$ cat config.mk
export PLATFORM = sky130hd
export DESIGN_NAME = uart_rx_frame_ctrl
export DESIGN_NICKNAME = d
export VERILOG_FILES = /design/src/rtl/uart_pkg.sv /design/src/rtl/uart_frame_buf.sv /design/src/rtl/uart_rx_frame_ctrl.sv
export SDC_FILE = /design/constraint.sdc
export NUM_CORES = 1
export LEC_CHECK = 0
export BUFFER_PORTS_ARGS = -buffer_cell sky130_fd_sc_hd__buf_2
export CAP_MARGIN = 20
export CORE_MARGIN = 1
export CORE_UTILIZATION = 55
export CTS_CLUSTER_SIZE = 10
export DETAILED_ROUTE_END_ITERATION = 10
export PLACE_DENSITY = 0.72
export RECOVER_POWER = 50
export SLEW_MARGIN = 20
export SYNTH_ARGS = -nofsm -noshare
export SYNTH_HDL_FRONTEND = slang
export SYNTH_SLANG_ARGS = --single-unit
$ cat constraint.sdc
create_clock -name clk -period 3.2 [get_ports clk]
set_clock_uncertainty 0.1 [all_clocks]
set_input_delay 0.32 -clock clk [delete_from_list [all_inputs] [get_ports clk]]
set_output_delay 0.32 -clock clk [all_outputs]
set_load 0.02 [all_outputs]
$ cat src/rtl/uart_pkg.sv
// Shared definitions for the UART receive path: frame-controller state
// encoding, error codes and the bit-timing constant used by the receiver.
package uart_pkg;

  // Frame controller states
  localparam logic [2:0] IDLE   = 3'd0;
  localparam logic [2:0] ADDR   = 3'd1;
  localparam logic [2:0] LEN    = 3'd2;
  localparam logic [2:0] DATA   = 3'd3;
  localparam logic [2:0] CHK    = 3'd4;
  localparam logic [2:0] COMMIT = 3'd5;

  // Error codes reported alongside frame_err
  localparam logic [1:0] ERR_BAD_LEN = 2'd0;
  localparam logic [1:0] ERR_BAD_CHK = 2'd1;
  localparam logic [1:0] ERR_TIMEOUT = 2'd2;
  localparam logic [1:0] ERR_OVERRUN = 2'd3;

  localparam logic [7:0] DEFAULT_SYNC_BYTE = 8'hA5;

  // Receiver oversampling: clk cycles per UART bit
  localparam int CLKS_PER_BIT = 434;

  // Inter-byte timeout expressed in bit times (10 bytes of 10 bits)
  localparam int TIMEOUT_BIT_TIMES = 100;

  // Register-bank addresses wrap at 256
  function automatic logic [7:0] offset_addr(input logic [7:0] base,
                                             input logic [7:0] offset);
    return base + offset;
  endfunction

endpackage

$ cat src/rtl/uart_frame_buf.sv
// Payload buffer for one frame: DEPTH x 8 register array, one synchronous
// write port and an asynchronous read port so the commit path can present
// a byte in the same cycle its index is known.
module uart_frame_buf #(
  parameter int DEPTH = 16,
  parameter int AW    = $clog2(DEPTH + 1)
) (
  input  logic          clk,
  input  logic          we,
  input  logic [AW-1:0] waddr,
  input  logic [7:0]    wdata,
  input  logic [AW-1:0] raddr,
  output logic [7:0]    rdata
);

  logic [7:0]       mem [DEPTH];
  logic [DEPTH-1:0] hit;

  // One-hot decode of the write address; out-of-range addresses hit nothing
  generate
    for (genvar gi = 0; gi < DEPTH; gi++) begin : g_dec
      assign hit[gi] = we && (waddr == AW'(gi));
    end
  endgenerate

  // Store the incoming byte into the addressed entry
  always_ff @(posedge clk) begin
    for (int i = 0; i < DEPTH; i++) begin
      if (hit[i]) begin
        mem[i] <= wdata;
      end
    end
  end

  // Combinational read; an out-of-range index reads as zero
  always_comb begin
    rdata = '0;
    for (int i = 0; i < DEPTH; i++) begin
      if (raddr == AW'(i)) begin
        rdata = mem[i];
      end
    end
  end

endmodule

$ cat src/rtl/uart_rx_frame_ctrl.sv
// Frame controller behind the UART receiver. Parses
// SYNC, ADDR, LEN, payload, CHK; buffers the payload, verifies the XOR
// checksum and only then replays the payload as one write per cycle.
// Rejected frames raise a one-cycle frame_err with a code and never write.
module uart_rx_frame_ctrl
  import uart_pkg::*;
#(
  parameter logic [7:0] SYNC_BYTE      = DEFAULT_SYNC_BYTE,
  parameter int         MAX_LEN        = 16,
  parameter int         TIMEOUT_CYCLES = TIMEOUT_BIT_TIMES * CLKS_PER_BIT
) (
  input  logic       clk,
  input  logic       reset,
  input  logic [7:0] byte_in,
  input  logic       byte_valid,
  output logic       wr_en,
  output logic [7:0] wr_addr,
  output logic [7:0] wr_data,
  output logic       frame_done,
  output logic       frame_err,
  output logic [1:0] err_code,
  output logic       busy
);

  localparam int IW = $clog2(MAX_LEN + 1);
  localparam int TW = $clog2(TIMEOUT_CYCLES);

  logic [2:0]    state;
  logic [7:0]    base_addr;
  logic [7:0]    chk_acc;
  logic [IW-1:0] len;
  logic [IW-1:0] idx;
  logic [TW-1:0] tmo_cnt;

  logic          buf_we;
  logic [IW-1:0] buf_raddr;
  logic [7:0]    buf_rdata;

  // Payload bytes land in the buffer as they arrive. Outside COMMIT the
  // read index is parked at 0 so the first commit byte is ready the moment
  // the checksum byte is accepted.
  assign buf_we    = (state == DATA) && byte_valid;
  assign buf_raddr = (state == COMMIT) ? idx : '0;

  uart_frame_buf #(
    .DEPTH (MAX_LEN),
    .AW    (IW)
  ) u_frame_buf (
    .clk   (clk),
    .we    (buf_we),
    .waddr (idx),
    .wdata (byte_in),
    .raddr (buf_raddr),
    .rdata (buf_rdata)
  );

  // Frame FSM with checksum, timeout and registered write/err outputs.
  // The first write is launched from the CHK edge; inside COMMIT, idx is
  // the index of the next write to launch, so COMMIT spans exactly the
  // cycles on which writes are visible and busy covers all of them.
  always_ff @(posedge clk) begin
    if (reset) begin
      state      <= IDLE;
      busy       <= 1'b0;
      wr_en      <= 1'b0;
      wr_addr    <= '0;
      wr_data    <= '0;
      frame_done <= 1'b0;
      frame_err  <= 1'b0;
      err_code   <= '0;
      base_addr  <= '0;
      chk_acc    <= '0;
      len        <= '0;
      idx        <= '0;
      tmo_cnt    <= '0;
    end else begin
      wr_en      <= 1'b0;
      frame_done <= 1'b0;
      frame_err  <= 1'b0;
      err_code   <= ERR_BAD_LEN;

      case (state)
        IDLE: begin
          if (byte_valid && (byte_in == SYNC_BYTE)) begin
            state   <= ADDR;
            busy    <= 1'b1;
            tmo_cnt <= '0;
          end
        end

        ADDR, LEN, DATA, CHK: begin
          if (byte_valid) begin
            // A byte always wins over a coincident terminal count
            tmo_cnt <= '0;
            case (state)
              ADDR: begin
                base_addr <= byte_in;
                chk_acc   <= byte_in;
                state     <= LEN;
              end
              LEN: begin
                if ((byte_in == 8'd0) || (byte_in > 8'(MAX_LEN))) begin
                  frame_err <= 1'b1;
                  err_code  <= ERR_BAD_LEN;
                  state     <= IDLE;
                  busy      <= 1'b0;
                end else begin
                  len     <= IW'(byte_in);
                  chk_acc <= chk_acc ^ byte_in;
                  idx     <= '0;
                  state   <= DATA;
                end
              end
              DATA: begin
                chk_acc <= chk_acc ^ byte_in;
                idx     <= idx + 1'b1;
                if (idx == len - 1'b1) begin
                  state <= CHK;
                end
              end
              CHK: begin
                if (byte_in == chk_acc) begin
                  state      <= COMMIT;
                  wr_en      <= 1'b1;
                  wr_addr    <= base_addr;
                  wr_data    <= buf_rdata;
                  frame_done <= (len == IW'(1));
                  idx        <= IW'(1);
                end else begin
                  frame_err <= 1'b1;
                  err_code  <= ERR_BAD_CHK;
                  state     <= IDLE;
                  busy      <= 1'b0;
                end
              end
              default: ;
            endcase
          end else if (tmo_cnt == TW'(TIMEOUT_CYCLES - 2)) begin
            // Counter reaches TIMEOUT_CYCLES-1 on this edge: abandon frame
            frame_err <= 1'b1;
            err_code  <= ERR_TIMEOUT;
            state     <= IDLE;
            busy      <= 1'b0;
          end else begin
            tmo_cnt <= tmo_cnt + 1'b1;
          end
        end

        COMMIT: begin
          // Bytes arriving while committing are dropped and flagged
          if (byte_valid) begin
            frame_err <= 1'b1;
            err_code  <= ERR_OVERRUN;
          end
          if (idx == len) begin
            state <= IDLE;
            busy  <= 1'b0;
          end else begin
            wr_en      <= 1'b1;
            wr_addr    <= offset_addr(base_addr, 8'(idx));
            wr_data    <= buf_rdata;
            frame_done <= (idx == len - 1'b1);
            idx        <= idx + 1'b1;
          end
        end

        default: begin
          state <= IDLE;
          busy  <= 1'b0;
        end
      endcase
    end
  end

endmodule
==> impl_metrics.yaml <==
worst_setup_path:
  endpoint_kind: "register"
  path_buf_inv: 0
  ff2ff_setup_slack_ps: 90
  r2r_start: "idx[0]$_SDFFE_PP0P_"
  path_cells: "nand2b_1 > or3_1 > a211oi_1 > nor3b_1 > o311ai_0 > a21oi_1"
  crit_slowest_cell: "dfxtp_2"
  startpoint_type: "register"
  crit_family: "compound AO/OA/AOI/OAI gates"
  required_ps: 3390
  path_max_fanout: 29
  critPathArrivalTime_ps: 3300
  worstSetupPathType: "reg -> reg"
  critPathMaxStageDelay_ps: 740
  r2r-end: "wr_data[4]$_SDFFE_PP0P_"
  reg2regPathDepth: 6
clock_tree:
  post_cts_buffers: 0
  clk_latency_ps: 440
  cts_htree_levels: 4
  clkSinkCount: 195
  path_clk_slew_ps: 70
  cts_root_buffer: "clkbuf_16"
  max-clock-path-buffers: 2
  cts_tree: "done"
  cts_buffers: 17
  cts_resized: 1
  cts_hold_buf: 0
pwr:
  p_comb_frac: 0.078
  p_switching_uw: 1400
  sequentialPowerShare: 0.507
  power.total_uw: 5470
  p_sw_frac: 0.256
  ir_worst_vdd_mv: 0.387
  clkPwrFrac: 0.415
  p_leak_uw: 0.00345
  internal-power_uw: 4070
  power_per_cell_area_nw_per_um2: 519
yosys:
  synth_compound_area_frac: 0.170
  yosys_warnings: 0
  synthMuxAreaShare: 0.0228
  synth_edf_count: 128
  ys_async_sr_fraction: 0
  synth_top_family_by_area: "compound AO/OA/AOI/OAI gates"
  ys_seq_elements: 195
  synthAdderAreaFrac: 0.0206
  syn-num-nets: 914
  dominantRegCellSynth: "edfxtp_1"
  syn_inst: 888
  synth_xor_area_frac: 0.0296
  avgSynthCellArea_um2: 10.6
  yosys.area_share.simple: 0.170
  synth.distinct_cells: 84
  synthesis.area_um2: 9450
  yosysSeqAreaShare: 0.548
place:
  place_congestion: 1.00
  dp.cells: 1133
  port_buffers: 32
  place.detailed.hpwl_um: 20400
floorplanning:
  rows: 47
  ios: 33
  start_util: 0.566
  dieHeight_um: 133
  core_um2: 16700
  die_w_um: 133
  dieArea_um2: 17700
worst_hold_path:
  hold_start: "byte_valid"
  hold_depth: 2
  hp-class: "in -> reg"
  hold_end: "err_code[0]$_SDFF_PP0_"
global_route:
  grt_pass1_vias: 7483
  grt_use_total: 0.339
  grt_pass1_wl_um: 44100
  grt_antenna_before_repair: 0
  overflow: 0
  grt_max_degree: 47
sta:
  finalHoldViolations: 0
  worst_pin_slew_ps: 1360
  setup-violations-final: 0
  fin_crit_sh: 0.972
  finalMaxSlewViolations: 0
  slew-limit-headroom: 0.0952
  fin_crit_ps: 3110
  fmax_mhz: 322
  rsz0062_at_grt: "false"
route:
  ant_nets: 0
  totalWireLength_um: 29100
  avgRoutedWirePerCell_um: 25.0
  drcViolationCount: 0
  drt-initial-drc-count: 1014
  drt-pass1-iter-count: 7
  vias_per_cell: 6.72
  num_vias: 7837
outcome:
  status: "finished, final reports clean"
cells_and_area:
  seq_area_um2: 5190
  fin_cells: 1166
  multi_input_area_um2: 3880
  layout_commonest_cell: "edfxtp_1"
  final_core_util: 0.631
  drive_gt1_frac: 0.112
  n_fill_cell: 1415
  areaGrowthSynthToFinish_pct: 11.5
  layout_common_cells: "edfxtp_1, nand2_1, nor2_1"
  final_nets: 958
job:
  max-cap-violations: 0
## worst register-to-register path: cells and delay by family, from the launching register on
family / cells / cell delay, ps
compound gates: 3 / 1160
flops: 1 / 740
simple gates: 3 / 960
## synth_stat cells, drive strengths merged (15+ instances only)
| cell type | instances | area (um2) |
|---|---|---|
| inv | 19 | 71.3 |
| mux2i | 17 | 170 |
| nand2 | 87 | 327 |
| a21oi | 48 | 244 |
| dfxtp | 67 | 1340 |
| edfxtp | 128 | 3840 |
| xor2 | 15 | 131 |
| o21ai | 39 | 195 |
| nand3 | 24 | 120 |
| nor2 | 76 | 288 |
| xnor2 | 17 | 149 |
| clkbuf | 32 | 150 |
| buf | 25 | 143 |
| nor3 | 30 | 170 |
## per-stage QoR
| step | cell area, um2 | setup TNS (ps) | setup slack (ps) | hold slack, ps |
|---|---|---|---|---|
| floorplan | 9450 | 0 | 876 | 319 |
| global placement | 9990 | 0 | 117 | 340 |
| detailed placement | 9990 | -103 | -103 | 346 |
| CTS | 10600 | 0 | 84.1 | 138 |
| global route | 10500 | 0 | 50.7 | 175 |
| finish | 10500 | 0 | 91.2 | 165 |
## state kept, by name, summed over array words and instances, names as in the netlist, 2 cells and up
signal and flops:
tmo_cnt 16, idx 5, state 3, u_frame_buf.mem 128, wr_data 8, chk_acc 8
base_addr 8, len 5, wr_addr 8, err_code 2
## layout make-up
type                       instances  share of cell area
multi-input combinational        616               0.368
clock inverter                    15              0.0196
clock buffer                      17              0.0404
sequential                       195               0.492
antenna                            1            0.000237
timing repair buffer              82              0.0459
tap                              220              0.0261
inverter                          20             0.00712
## per-layer routing
metal / up-vias / share of wire / global-route usage
li1: 3434 / - / -
met4: 0 / 0.039 / 0.165
met5: - / 0 / 0
met1: 3834 / 0.40 / 0.450
met2: 481 / 0.47 / 0.526
met3: 88 / 0.098 / 0.0807
## power by group through the flow
stage	sequential [uW]	clock (uW)	combinational (uW)
2_1_floorplan	2810	0	307
3_3_place_gp	2820	0	406
5_1_grt	2780	2380	463
6_report	2770	2270	424
3_5_place_dp	2830	0	423
4_1_cts	2770	2280	425
## cells by family after synthesis
kind of cell | after synthesis
fa+ha+maj | 15
mux | 21
simple gates | 314
compound gates | 234
flops | 195
buf+inv | 77
xor+xnor | 32
## how the worst max path moves through the flow
stage / start / endpoint / slack, ps / cells after the start
floorplan: byte_in[0] / idx[1]$_SDFFE_PP0P_ / 880 / 8
global placement: state[1]$_SDFFE_PP0P_ / wr_data[4]$_SDFFE_PP0P_ / 120 / 7
detailed placement: state[1]$_SDFFE_PP0P_ / wr_data[4]$_SDFFE_PP0P_ / -100 / 7
CTS: state[1]$_SDFFE_PP0P_ / wr_data[4]$_SDFFE_PP0P_ / 80 / 7
global route: byte_in[5] / tmo_cnt[5]$_SDFFE_PP0P_ / 50 / 8
finish: idx[0]$_SDFFE_PP0P_ / wr_data[4]$_SDFFE_PP0P_ / 90 / 6
No activity file was read; power rests on OpenSTA's default activity.
